**src/rtl/adder.sv**
```systemverilog
// Registered unsigned adder: {cout, s} = a + b + cin with one-cycle latency.
// The carries come from a Kogge-Stone prefix tree whose depth grows as log2(WIDTH).

module adder_pc (
  input  logic i_gh,
  input  logic i_ph,
  input  logic i_gl,
  input  logic i_pl,
  output logic o_g,
  output logic o_p
);
  assign o_g = i_gh | (i_ph & i_gl);
  assign o_p = i_ph & i_pl;
endmodule

module adder #(
  parameter int WIDTH = 8
) (
  input  logic [WIDTH-1:0] a,
  input  logic [WIDTH-1:0] b,
  input  logic             cin,
  output logic [WIDTH-1:0] s,
  output logic             cout,
  input  logic             clk,
  input  logic             rst
);
  localparam int LVL = (WIDTH > 1) ? $clog2(WIDTH) : 0;

  logic [WIDTH:0]   w_c;
  logic [WIDTH-1:0] w_sum;
  logic [WIDTH-1:0] r_s;
  logic             r_cout;

  // Each level has its own vectors, so no signal appears to feed back into itself.
  for (genvar k = 0; k <= LVL; k++) begin : g_lvl
    logic [WIDTH-1:0] g, p;
    if (k == 0) begin : g_base
      assign g = a & b;
      assign p = a ^ b;
    end else begin : g_tree
      localparam int D = 1 << (k - 1);
      for (genvar i = 0; i < WIDTH; i++) begin : g_bit
        if (i >= D) begin : g_cell
          adder_pc u_pc (
            .i_gh (g_lvl[k-1].g[i]),
            .i_ph (g_lvl[k-1].p[i]),
            .i_gl (g_lvl[k-1].g[i-D]),
            .i_pl (g_lvl[k-1].p[i-D]),
            .o_g  (g[i]),
            .o_p  (p[i])
          );
        end else begin : g_pass
          assign g[i] = g_lvl[k-1].g[i];
          assign p[i] = g_lvl[k-1].p[i];
        end
      end
    end
  end

  // cin acts as the generate of position -1. It folds into every group prefix [i:0].
  assign w_c[0] = cin;
  for (genvar i = 0; i < WIDTH; i++) begin : g_carry
    adder_pc u_cin (
      .i_gh (g_lvl[LVL].g[i]),
      .i_ph (g_lvl[LVL].p[i]),
      .i_gl (cin),
      .i_pl (1'b0),
      .o_g  (w_c[i+1]),
      .o_p  ()
    );
  end

  assign w_sum = g_lvl[0].p ^ w_c[WIDTH-1:0];

  always_ff @(posedge clk) begin
    if (rst) begin
      r_s    <= '0;
      r_cout <= 1'b0;
    end else begin
      r_s    <= w_sum;
      r_cout <= w_c[WIDTH];
    end
  end

  assign s    = r_s;
  assign cout = r_cout;
endmodule

```
**config.mk**
```make
export PLATFORM = sky130hd
export DESIGN_NAME = adder
export DESIGN_NICKNAME = d
export VERILOG_FILES = /design/src/rtl/adder.sv
export SDC_FILE = /design/constraint.sdc
export NUM_CORES = 1
export LEC_CHECK = 0
export CAP_MARGIN = 5
export CORE_AREA = 2 2 43 45
export CTS_BUF_LIST = sky130_fd_sc_hd__clkbuf_8
export DETAILED_ROUTE_END_ITERATION = 12
export DIE_AREA = 0 0 45 47
export PLACE_DENSITY = 0.84
export REMOVE_ABC_BUFFERS = 1
export SYNTH_ARGS = -nofsm -noshare
export SYNTH_HDL_FRONTEND = slang
export SYNTH_HIERARCHICAL = 1
export SYNTH_SLANG_ARGS = --single-unit
export TNS_END_PERCENT = 10
```
**constraint.sdc**
```tcl
create_clock -name clk -period 3 [get_ports clk]
set_input_delay 0.6 -clock clk [delete_from_list [all_inputs] [get_ports clk]]
set_output_delay 0.6 -clock clk [all_outputs]
set_load 0.01 [all_outputs]
```
## After elaboration in Yosys (flattened, before gate mapping)

Cells that the tools add are included.

| cells by class | value |
|---|---|
| bitwise operators | 70 |

Operator list:

| operator | count |
|---|---|
| 1-bit bitwise AND | 42 |
| 1-bit bitwise OR | 25 |
| 8-bit XOR | 2 |
| 8-bit bitwise AND | 1 |

| storage, ports and cells | value |
|---|---|
| register bits after elaboration | 9 |
| input port bits | 19 |
| logic and storage cells | 72 |

## Longest topological paths before layout

| logic depth | value |
|---|---|
| depth after elaboration | 8 |
| gate-level depth with buffers | 7 |
| mapped depth without buffers | 7 |

## Hierarchy

The synthesis kept the hierarchy.

By module, submodules not included:

| module | instances | cells an instance | area each (um2) |
|---|---|---|---|
| adder | 1 | 36 | 404.1 |
| adder_pc | 25 | 2 | 15.0 |

## Worst setup path before layout

No wires, ideal clock.

| path | value |
|---|---|
| path kind | input to register |
| start | input port a[1] |
| end | register r_s[7], in the netlist s[7] |
| arrival | 1815 ps |
| data required time | 2885 ps |
| path slack | 1070 ps |
| stages on the path | 7 |
| path buffers | 0 |
| cells stage by stage | ha_1 > and2_2 > and2_2 > and2_2 > a21o_1 > xnor2_1 > nor2_1 |

| on the way | value |
|---|---|
| elaborated cells on any way between the ends | 14 |
| classes of those cells | 14 x bitwise |

RTL lines:

| item | RTL line | source |
|---|---|---|
| start, declared | 19 | `input logic [WIDTH-1:0] a,` |
| 8-bit XOR | 39 | `assign p = a ^ b;` |
| 1-bit bitwise AND | 13 | `assign o_p = i_ph & i_pl;` |
| net g_lvl[1].p[2] | 36 | `logic [WIDTH-1:0] g, p;` |
| 1-bit bitwise AND | 13 |  |
| net g_lvl[2].p[2] | 36 |  |
| 1-bit bitwise AND | 13 |  |
| net g_lvl[3].p[6] | 36 |  |
| 1-bit bitwise AND | 12 | `assign o_g = i_gh \| (i_ph & i_gl);` |
| 1-bit bitwise OR | 12 |  |
| net w_c[7] | 29 | `logic [WIDTH:0] w_c;` |
| 8-bit XOR | 73 | `assign w_sum = g_lvl[0].p ^ w_c[WIDTH-1:0];` |
| end signal, assigned | 80 | `r_s <= w_sum;` |
| end, declared | 31 | `logic [WIDTH-1:0] r_s;` |

The timed path passes the listed nets, and every way through them passes these cells.
A chain may end at the register's enable or synchronous reset.

## Worst setup path in the final report

| path | value |
|---|---|
| start | input port a[3] |
| end | register r_s[7], in the netlist s[7] |

| on the way | value |
|---|---|
| elaborated cells on any way between the ends | 14 |
| classes of those cells | 14 x bitwise |

RTL lines:

| item | RTL line |
|---|---|
| 8-bit XOR | 39 |
| net g_lvl[0].p[3] | 36 |
| 1-bit bitwise AND | 13 |
| net g_lvl[1].p[4] | 36 |
| 1-bit bitwise AND | 13 |
| net g_lvl[2].p[6] | 36 |
| 1-bit bitwise AND | 13 |
| net g_lvl[3].p[6] | 36 |
| 1-bit bitwise AND | 12 |
| 1-bit bitwise OR | 12 |
| net w_c[7] | 29 |
| 8-bit XOR | 73 |

The timed path passes the listed nets, and every way through them passes these cells.

==> qor.yml <==
power_and_ir_drop:
  p_leak_nw: 0.562
  p_comb_share_pct: 39.1
  p_seq_share_pct: 31.4
  clkPwrFrac_pct: 29.4
  p_int_w: 0.000330
  netSwitchingFraction_pct: 25.6
  switchingPower_w: 0.000114
  powerDensity_nw_per_um2: 426
  ir_worst_vdd_mv: 0.173
placement:
  pre_cts_slack_ns: 0.530
  gp_congestion: 0.854
  port_buffers: 27
  dpl_cell_area_um2: 996
routing:
  viasPerCell: 4.81
  drc: 0
  vias: 597
  dr.pass1.iters: 4
  drt_iter0_drc: 5
  wl_um: 1400
  wl_per_cell_um: 11.3
  ant_nets: 0
outcome:
  outcome: "complete, no violations"
cts:
  cts_tree: "built"
  path_clk_slew_ns: 0.04
  cts_setup_buffers: 0
  numCtsBuffers: 3
  clockBufferDepth: 2
  cts_resized: 0
  cts.sinks: 9
  htreeDepth: 1
  cts_root_buf: "clkbuf_8"
  cts_hold_buf: 0
logic_synthesis:
  yosys_warnings: 6
  synthCells: 77
  synth.cell_area_um2: 716
  synth.avg_cell_area_um2: 9.29
global_routing:
  grt_first_pass_wirelength_um: 2390
  grt.total_usage_pct: 15.7
  antenna_found_initial: 0
  grt_max_degree: 10
  grt_pass1_vias: 597
  overflow: 0
worst_hold_path:
  holdPathStages: 2
  worstHoldPathType: "in2reg"
finish:
  fin_nets: 135
  layout-drive-gt1-share_pct: 19.6
  diodes: 0
  finalInstanceArea_um2: 1040
  area_delta_synth_final_pct: 45.5
setup_path:
  critPathMaxFanout: 4
  crit_required_ns: 3.10
  end_kind: "flop"
  path_class: "in2reg"
  cp.arrival_ns: 2.35
  cp-endpoint: "s[7]"
  crit_path_start_kind: "input pin"
  startpoint: "a[3]"
timing:
  min_period_ns: 2.25
  tightest_slew_ns: 0.365
  finalWorstSetupSlack_ns: 0.753
  maxSlewViolCount: 0
  final.setup.tns_ns: 0
  finalHoldViolCount: 0
  setup_viol: 0
  rsz0062_at_grt: "no"
  period_share_pct: 74.9
  slew_headroom_pct: 75.6
  max_freq_mhz: 445
floorplan:
  core-area_um2: 1650
  rows: 15
  ioPinCount: 28
  die_area_um2: 2120
  fp.dieW_um: 45
  die_h_um: 47
  initial_core_util_pct: 43.3
job:
  cap_violations: 0
worst min-delay path by stage:
stage | endpoint | slack [ns] | startpoint
after detailed placement | s[5] | 1.33 | s[5]
after global routing | s[3] | 1.14 | rst
after global placement | s[1] | 1.34 | s[1]
after floorplan | cout | 0.67 | rst
final | s[3] | 1.11 | rst
after CTS | s[3] | 1.10 | rst
stage by stage:
stage | total power (W) | utilization, % | cells | hold WS [ns]
2_1_floorplan | 0.000243 | - | 76 | 0.666
3_3_place_gp | 0.000313 | 60.3 | 120 | 1.34
3_5_place_dp | 0.000317 | 60.3 | 120 | 1.33
4_1_cts | 0.000450 | 63.0 | 124 | 1.10
5_1_grt | 0.000472 | 63.0 | 124 | 1.14
6_report | 0.000444 | 63.0 | 124 | 1.11
final cells by class:
type	count	area, um2
Clock buffer	3	41.3
Timing Repair Buffer	27	270
Tap cell	17	21.3
Clock inverter	1	3.75
Multi-Input combinational cell	67	524
Fill cell	156	611
Sequential cell	9	180
power by group through the flow:
stage | logic [W] | registers (W) | clock network, W
detailed placement | 0.000175 | 0.000142 | 0
floorplan | 0.0000921 | 0.000151 | 0
global placement | 0.000172 | 0.000141 | 0
global route | 0.000191 | 0.000140 | 0.000141
finish | 0.000174 | 0.000140 | 0.000131
CTS | 0.000175 | 0.000140 | 0.000135
worst max-delay path, stage by stage:
cell,delay (ns)
clkdlybuf4s50_1,0.41
ha_1,0.35
and2_2,0.23
and2_2,0.19
and2_2,0.16
a21o_1,0.18
xnor2_1,0.17
nor2_1,0.05
per-layer routing:
| metal | share of wire, % | up-vias | routed length, um | GRT usage [%] |
|---|---|---|---|---|
| met3 | 4.4 | 0 | 62 | 2.31 |
| met1 | 45 | 255 | 627 | 16.9 |
| met4 | 0 | 0 | 0 | 8.82 |
| li1 | - | 325 | - | - |
| met5 | 0 | - | 0 | 0 |
| met2 | 51 | 17 | 711 | 29.4 |
cells in the final DEF (no fill, tap or decap):
cell type / instances
a21o_1: 25
and2_2: 17
clkbuf_8: 3
clkdlybuf4s50_1: 27
dfxtp_1: 9
ha_1: 8
inv_1: 1
nor2_1: 8
nor2b_2: 1
xnor2_1: 8
flip-flops by register name, summed over array words and instances (netlist names):
| signal | flops |
|---|---|
| cout | 1 |
| s | 8 |
(Power assumes the default switching activity.)
